[src/rtl/brent_kung_unadder_if.sv]
`default_nettype none
// +--------------------------------------------------------------------------+
// | brent_kung_unadder_if                                                    |
// | Operand/result handshake bundle for the digit-serial adder inverse.      |
// | Rev 1.0 - initial release                                                |
// +--------------------------------------------------------------------------+
interface brent_kung_unadder_if #(
  parameter int WIDTH = 12
);
  logic [WIDTH:0]   sum_in;
  logic [WIDTH-1:0] addend_in;
  logic             in_valid;
  logic             in_ready;
  logic [WIDTH-1:0] diff_out;
  logic             error;
  logic             check_fail;
  logic             out_valid;
  logic             out_ready;

  modport master (
    output sum_in, addend_in, in_valid, out_ready,
    input  in_ready, diff_out, error, check_fail, out_valid
  );

  modport slave (
    input  sum_in, addend_in, in_valid, out_ready,
    output in_ready, diff_out, error, check_fail, out_valid
  );
endinterface
`default_nettype wire

[src/rtl/brent_kung_unadder.sv]
`default_nettype none
// +--------------------------------------------------------------------------+
// | brent_kung_unadder                                                       |
// | Recovers addend = sum - known_addend, DIGIT bits per clock, flags sums   |
// | no WIDTH-bit addend could produce. UNADDER_ROUNDTRIP_CHECK_EN adds a     |
// | one-cycle re-add check state.                                            |
// | Rev 1.0 - initial release                                                |
// +--------------------------------------------------------------------------+
module brent_kung_unadder #(
  parameter int WIDTH = 12,
  parameter int DIGIT = 4
) (
  input wire                   clk,
  input wire                   rst,
  brent_kung_unadder_if.slave  bus
);

  localparam int N  = WIDTH / DIGIT;
  localparam int CW = (N > 1) ? $clog2(N) : 1;
  localparam logic [CW-1:0] CNT_LAST = CW'(N - 1);

  typedef enum logic [1:0] {
    S_IDLE  = 2'd0,
    S_CALC  = 2'd1,
    S_CHECK = 2'd2,
    S_HOLD  = 2'd3
  } state_t;

  state_t           state_q, state_d;
  logic [WIDTH:0]   sum_q, sum_d;
  logic [WIDTH-1:0] addend_q, addend_d;
  logic [WIDTH-1:0] diff_q, diff_d;
  logic             borrow_q, borrow_d;
  logic [CW-1:0]    cnt_q, cnt_d;
  logic             error_q, error_d;

  logic [31:0]      lsb_idx;
  logic [DIGIT:0]   sub_res;

  assign lsb_idx = 32'(cnt_q) * 32'(DIGIT);

  // One DIGIT-wide subtract per cycle; the extra MSB is the borrow-out.
  assign sub_res = {1'b0, sum_q[lsb_idx +: DIGIT]}
                 - {1'b0, addend_q[lsb_idx +: DIGIT]}
                 - {{DIGIT{1'b0}}, borrow_q};

`ifdef UNADDER_ROUNDTRIP_CHECK_EN
  logic             check_fail_q, check_fail_d;
  logic [WIDTH:0]   roundtrip;

  assign roundtrip = {1'b0, diff_q} + {1'b0, addend_q};
`endif

  always_ff @(posedge clk) begin
    if (rst) begin
      state_q      <= S_IDLE;
      sum_q        <= '0;
      addend_q     <= '0;
      diff_q       <= '0;
      borrow_q     <= 1'b0;
      cnt_q        <= '0;
      error_q      <= 1'b0;
`ifdef UNADDER_ROUNDTRIP_CHECK_EN
      check_fail_q <= 1'b0;
`endif
    end else begin
      state_q      <= state_d;
      sum_q        <= sum_d;
      addend_q     <= addend_d;
      diff_q       <= diff_d;
      borrow_q     <= borrow_d;
      cnt_q        <= cnt_d;
      error_q      <= error_d;
`ifdef UNADDER_ROUNDTRIP_CHECK_EN
      check_fail_q <= check_fail_d;
`endif
    end
  end

  always_comb begin
    state_d      = state_q;
    sum_d        = sum_q;
    addend_d     = addend_q;
    diff_d       = diff_q;
    borrow_d     = borrow_q;
    cnt_d        = cnt_q;
    error_d      = error_q;
`ifdef UNADDER_ROUNDTRIP_CHECK_EN
    check_fail_d = check_fail_q;
`endif

    case (state_q)
      S_IDLE: begin
        if (bus.in_valid) begin
          sum_d    = bus.sum_in;
          addend_d = bus.addend_in;
          borrow_d = 1'b0;
          cnt_d    = '0;
          error_d  = 1'b0;
`ifdef UNADDER_ROUNDTRIP_CHECK_EN
          check_fail_d = 1'b0;
`endif
          state_d  = S_CALC;
        end
      end

      S_CALC: begin
        diff_d[lsb_idx +: DIGIT] = sub_res[DIGIT-1:0];
        borrow_d = sub_res[DIGIT];
        cnt_d    = cnt_q + 1'b1;
        if (cnt_q == CNT_LAST) begin
          // Top bit t = sum[WIDTH] - borrow must be 0 for a valid addend.
          error_d = sub_res[DIGIT] ^ sum_q[WIDTH];
          cnt_d   = '0;
`ifdef UNADDER_ROUNDTRIP_CHECK_EN
          state_d = S_CHECK;
`else
          state_d = S_HOLD;
`endif
        end
      end

`ifdef UNADDER_ROUNDTRIP_CHECK_EN
      S_CHECK: begin
        check_fail_d = (roundtrip != sum_q) & ~error_q;
        state_d      = S_HOLD;
      end
`endif

      S_HOLD: begin
        if (bus.out_ready) state_d = S_IDLE;
      end

      default: state_d = S_IDLE;
    endcase
  end

  assign bus.in_ready  = (state_q == S_IDLE);
  assign bus.out_valid = (state_q == S_HOLD);
  assign bus.diff_out  = diff_q;
  assign bus.error     = error_q;
`ifdef UNADDER_ROUNDTRIP_CHECK_EN
  assign bus.check_fail = check_fail_q;
`else
  assign bus.check_fail = 1'b0;
`endif

endmodule
`default_nettype wire

[src/flat_wrapper.sv]
// flat-port wrapper written by rule: the top's interface ports become plain ports
module brent_kung_unadder_flat 
#(
  parameter int WIDTH = 12,
  parameter int DIGIT = 4
)
  (clk, rst, bus_sum_in, bus_addend_in, bus_in_valid, bus_out_ready, bus_in_ready, bus_diff_out, bus_error, bus_check_fail, bus_out_valid);
  brent_kung_unadder_if #(.WIDTH(WIDTH)) bus_i ();
  input wire clk;
  input wire rst;
  input wire logic [$bits(bus_i.sum_in)-1:0] bus_sum_in;
  input wire logic [$bits(bus_i.addend_in)-1:0] bus_addend_in;
  input wire logic [$bits(bus_i.in_valid)-1:0] bus_in_valid;
  input wire logic [$bits(bus_i.out_ready)-1:0] bus_out_ready;
  output wire logic [$bits(bus_i.in_ready)-1:0] bus_in_ready;
  output wire logic [$bits(bus_i.diff_out)-1:0] bus_diff_out;
  output wire logic [$bits(bus_i.error)-1:0] bus_error;
  output wire logic [$bits(bus_i.check_fail)-1:0] bus_check_fail;
  output wire logic [$bits(bus_i.out_valid)-1:0] bus_out_valid;
  assign bus_i.sum_in = bus_sum_in;
  assign bus_i.addend_in = bus_addend_in;
  assign bus_i.in_valid = bus_in_valid;
  assign bus_i.out_ready = bus_out_ready;
  assign bus_in_ready = bus_i.in_ready;
  assign bus_diff_out = bus_i.diff_out;
  assign bus_error = bus_i.error;
  assign bus_check_fail = bus_i.check_fail;
  assign bus_out_valid = bus_i.out_valid;
  brent_kung_unadder #(.WIDTH(WIDTH), .DIGIT(DIGIT)) u_core (.clk(clk), .rst(rst), .bus(bus_i));
endmodule
[config.mk]
export PLATFORM = sky130hd
export DESIGN_NAME = brent_kung_unadder_flat
export DESIGN_NICKNAME = d
export VERILOG_FILES = /design/src/rtl/brent_kung_unadder_if.sv /design/src/rtl/brent_kung_unadder.sv /design/src/flat_wrapper.sv
export SDC_FILE = /design/constraint.sdc
export NUM_CORES = 1
export LEC_CHECK = 0
export ABC_AREA = 1
export CORE_ASPECT_RATIO = 1.5
export CORE_UTILIZATION = 47
export CTS_BUF_LIST = sky130_fd_sc_hd__clkbuf_2
export DETAILED_ROUTE_END_ITERATION = 8
export PLACE_DENSITY = 0.83
export SLEW_MARGIN = 20
export SYNTH_ARGS = -nofsm -noshare
export SYNTH_HDL_FRONTEND = slang
export SYNTH_SLANG_ARGS = --single-unit
[constraint.sdc]
create_clock -name clk -period 2.2 [get_ports clk]
set_input_delay 0.55 -clock clk [delete_from_list [all_inputs] [get_ports clk]]
set_output_delay 0.55 -clock clk [all_outputs]
set_load 0.03 [all_outputs]
==> results_dict.tcl, run 1 <==
set metrics [dict create \
    grt_max_degree 32 \
    dp_hpwl_microns 3330 \
    drcViolationCount 0 \
    endpoint_kind "flip-flop" \
    wl_per_cell_microns 12.6 \
    whs_endpoint "u_core.bus.diff_out[1]" \
    numPortBuffers 43 \
    ff_latch_area_sq_um 867 \
    synth.avg_cell_area_sq_um 7.70 \
    p_int_mw 1.25 \
    r2r_cells 14 \
    wl_microns 4630 \
    gp_congestion 0.838 \
    worst_slack_ns -0.0286 \
    fin_tns_setup_ns -0.0286 \
    violations "negative setup slack" \
    p_per_area_nw_per_um2 656 \
    period_minus_slack_ns 2.23 \
    timing.rr.end "u_core.bus.error" \
    clkPwrFrac 0.236 \
    slowest_stage "dfxtp_4" \
    cts_hold_buf 0 \
    worstHoldStart "u_core.bus.diff_out[1]" \
    synth_area_sq_um 2060 \
    clock_skew_ns 0.0162 \
    dieArea_sq_um 4670 \
    num_vias 1923 \
    power_frac_seq 0.467 \
    ys_warn_count 0 \
    syn_inst 268 \
    synth_fp_nets 308 \
    yosysUniqueCellTypes 35 \
    switching_share 0.312 \
    multi_input_area_sq_um 1160 \
    slowest_delay_ns 0.41 \
    fmax_ghz 0.449 \
    synth_top_flop_cell "dfxtp_1" \
    synthToLayoutAreaGrowth_pct 34.4 \
    worst_ep_arrival_time_ns 2.60 \
    core_sq_um 4210 \
    viasPerCell 5.23 \
    cts.path.max_buffers 2 \
    cts.sinks 43 \
    worstPathCellList "buf_12 -> o21ai_4 -> a2bb2oi_2 -> fa_2 -> inv_2 -> fa_2 -> nand2_2 -> inv_2 -> o21bai_4 -> xor2_1 -> nand2_1 -> nand3b_1 -> nand2_1 -> inv_1" \
    start_util 0.490 \
    p_comb_frac 0.296 \
    finalHoldViolCount 0 \
    cts_htree_levels 2 \
    grt_pass1_wl_microns 8130 \
    dr.pass1.iters 4 \
    startpoint_type "flip-flop" \
    overflow 0 \
    antenna_found_initial 0 \
    rsz0062_at_grt "true" \
    cts_inserted_buffers 5 \
    worstSetupPathType "flip-flop to flip-flop" \
    cap_violations 0 \
    switching_power_mw 0.568 \
    status "finished, violations left" \
    grt_pass1_vias 1986 \
    finalCritPeriodShare 1.01 \
    final_common_cell "nand2_1" \
    power_mw 1.82 \
    ys_seq_area_frac 0.417 \
    p_leak_nw 1.11 \
    clk_latency_ns 0.40 \
    root_buffer "clkbuf_2" \
    yosys_register_bits 43 \
    async_flop_share 0 \
    drive_gt1_frac 0.193 \
    synth_edf_count 0 \
    fp.dieW_microns 56.1 \
    io_pins 45 \
    postRouteAntennaNets 0 \
    clkTransAtPathRegs_ns 0.21 \
    rows 29 \
    worstPathMaxFanout 4 \
    nets 361 \
    cp.required_ns 2.57 \
    antenna_cells 0 \
    die_y_microns 83.2 \
    hold_class "flip-flop to flip-flop" \
    worst-r2r-setup-slack_ns -0.03 \
    layout_common_cells "nand2_1 (80), clkdlybuf4s50_1 (41), dfxtp_1 (40), a21oi_1 (37), nor2_1 (14)" \
    setup_viol 1 \
    r2r-start "u_core.cnt_q[0]" \
    min_path_cells 2 \
    grt_usage 0.219 \
    vdd_ir_drop_max_mv 0.575 \
    slew_violations 0 \
    drtIter0Drc 43 \
    cts_tree "done" \
    fillers 356 \
]
## critical path, delay by kind of cell (launching register included)
kind	cells	cell delay, ns
AO/OA/AOI/OAI	3	0.47
buffers and inverters	4	0.27
XOR/XNOR	1	0.16
AND/OR/NAND/NOR	4	0.29
adder cells (fa/ha/maj)	2	0.59
flip-flops	1	0.41
## layout make-up
type,instances,area share
clock buffer,5,0.00902
clock inverter,3,0.0140
inverter,19,0.0266
multi-input combinational,194,0.417
sequential,43,0.312
tap,46,0.0207
timing repair buffer,58,0.201
## through the flow
stage	hold slack (ns)	std cells	utilization	setup slack [ns]	cell area [sq um]
2_1_floorplan	0.439	268	-	0.0253	2100
3_3_place_gp	0.452	357	0.620	-0.0261	2610
3_5_place_dp	0.455	357	0.620	-0.132	2610
4_1_cts	0.479	368	0.649	0.000328	2730
5_1_grt	0.504	368	0.659	-0.138	2780
6_report	0.477	368	0.659	-0.0286	2780
## Yosys cell counts (2+ instances only)
master,number,area (sq um)
a211oi_1,2,15.0
a21oi_1,38,190
a22oi_1,3,22.5
a2bb2oi_1,3,26.3
buf_2,3,15.0
buf_4,4,30.0
clkbuf_1,5,18.8
dfxtp_1,43,861
fa_1,2,40.0
ha_1,9,113
inv_1,15,56.3
inv_2,4,15.0
nand2_1,82,308
nand2_2,2,12.5
nand2_4,2,22.5
nand3_1,4,20.0
nand4_1,2,12.5
nor2_1,18,67.6
nor2_2,2,12.5
nor3_4,2,32.5
o21ai_0,9,45.0
## how the worst max path moves through the flow
stage / from / to / slack, ns / cells past startpoint
CTS: u_core.cnt_q[0] / u_core.bus.error / 0.0003 / 14
finish: u_core.cnt_q[0] / u_core.bus.error / -0.03 / 14
floorplan: u_core.cnt_q[0] / u_core.bus.error / 0.03 / 14
global placement: u_core.cnt_q[0] / u_core.bus.error / -0.03 / 14
global route: u_core.cnt_q[0] / u_core.bus.error / -0.14 / 14
detailed placement: u_core.cnt_q[0] / u_core.bus.error / -0.13 / 14
## power by group through the flow
stage	clock network (mW)	registers (mW)	logic (mW)
after floorplan	0	0.872	0.303
after global placement	0	0.866	0.439
after detailed placement	0	0.867	0.452
after CTS	0.448	0.849	0.509
after global routing	0.484	0.856	0.601
final	0.430	0.851	0.540
## logic make-up after synthesis
logic type                 share of synthesized area
other                                        0.00182
and+or+nand+nor                                0.272
DFF                                            0.417
adders and majority gates                     0.0739
buffers and inverters                         0.0654
AOI/OAI and AO/OA                              0.162
xor gates and xnor gates                     0.00849
## layer usage
layer  part of all wire  GRT usage
met4              0.045      0.129
met5                  0          0
met1               0.37      0.219
met3              0.032     0.0436
met2               0.55      0.404
## flip-flops by register name, summed over array words and instances (netlist names)
signal	flops
u_core.cnt_q	2
u_core.sum_q	13
u_core.borrow_q	1
u_core.addend_q	12
u_core.bus.diff_out	12
u_core.state_q	2
u_core.bus.error	1
## timing repair
| action | in CTS | in global routing |
|---|---|---|
| setup buffers | 3 | 0 |
| setup endpoints to repair | 6 | 9 |
| endpoints found under the hold margin | 0 | 0 |
| pin swaps | 9 | 9 |
| gates resized for setup | 13 | 13 |
| gates cloned | 0 | 0 |
Note: power is estimated with default switching activity, not from simulation.
==> run 2, diff against run 1 <==
- CTS_CLUSTER_SIZE: default -> 40
==> results of run 2 <==
Same layout as run 1: the final DEF is identical, and so are final timing and power.
==> run 3, diff against run 2 <==
- ABC_CLOCK_PERIOD_IN_PS: default -> 2200
==> results of run 3 <==
Same layout as run 1: the final DEF is identical, and so are final timing and power.
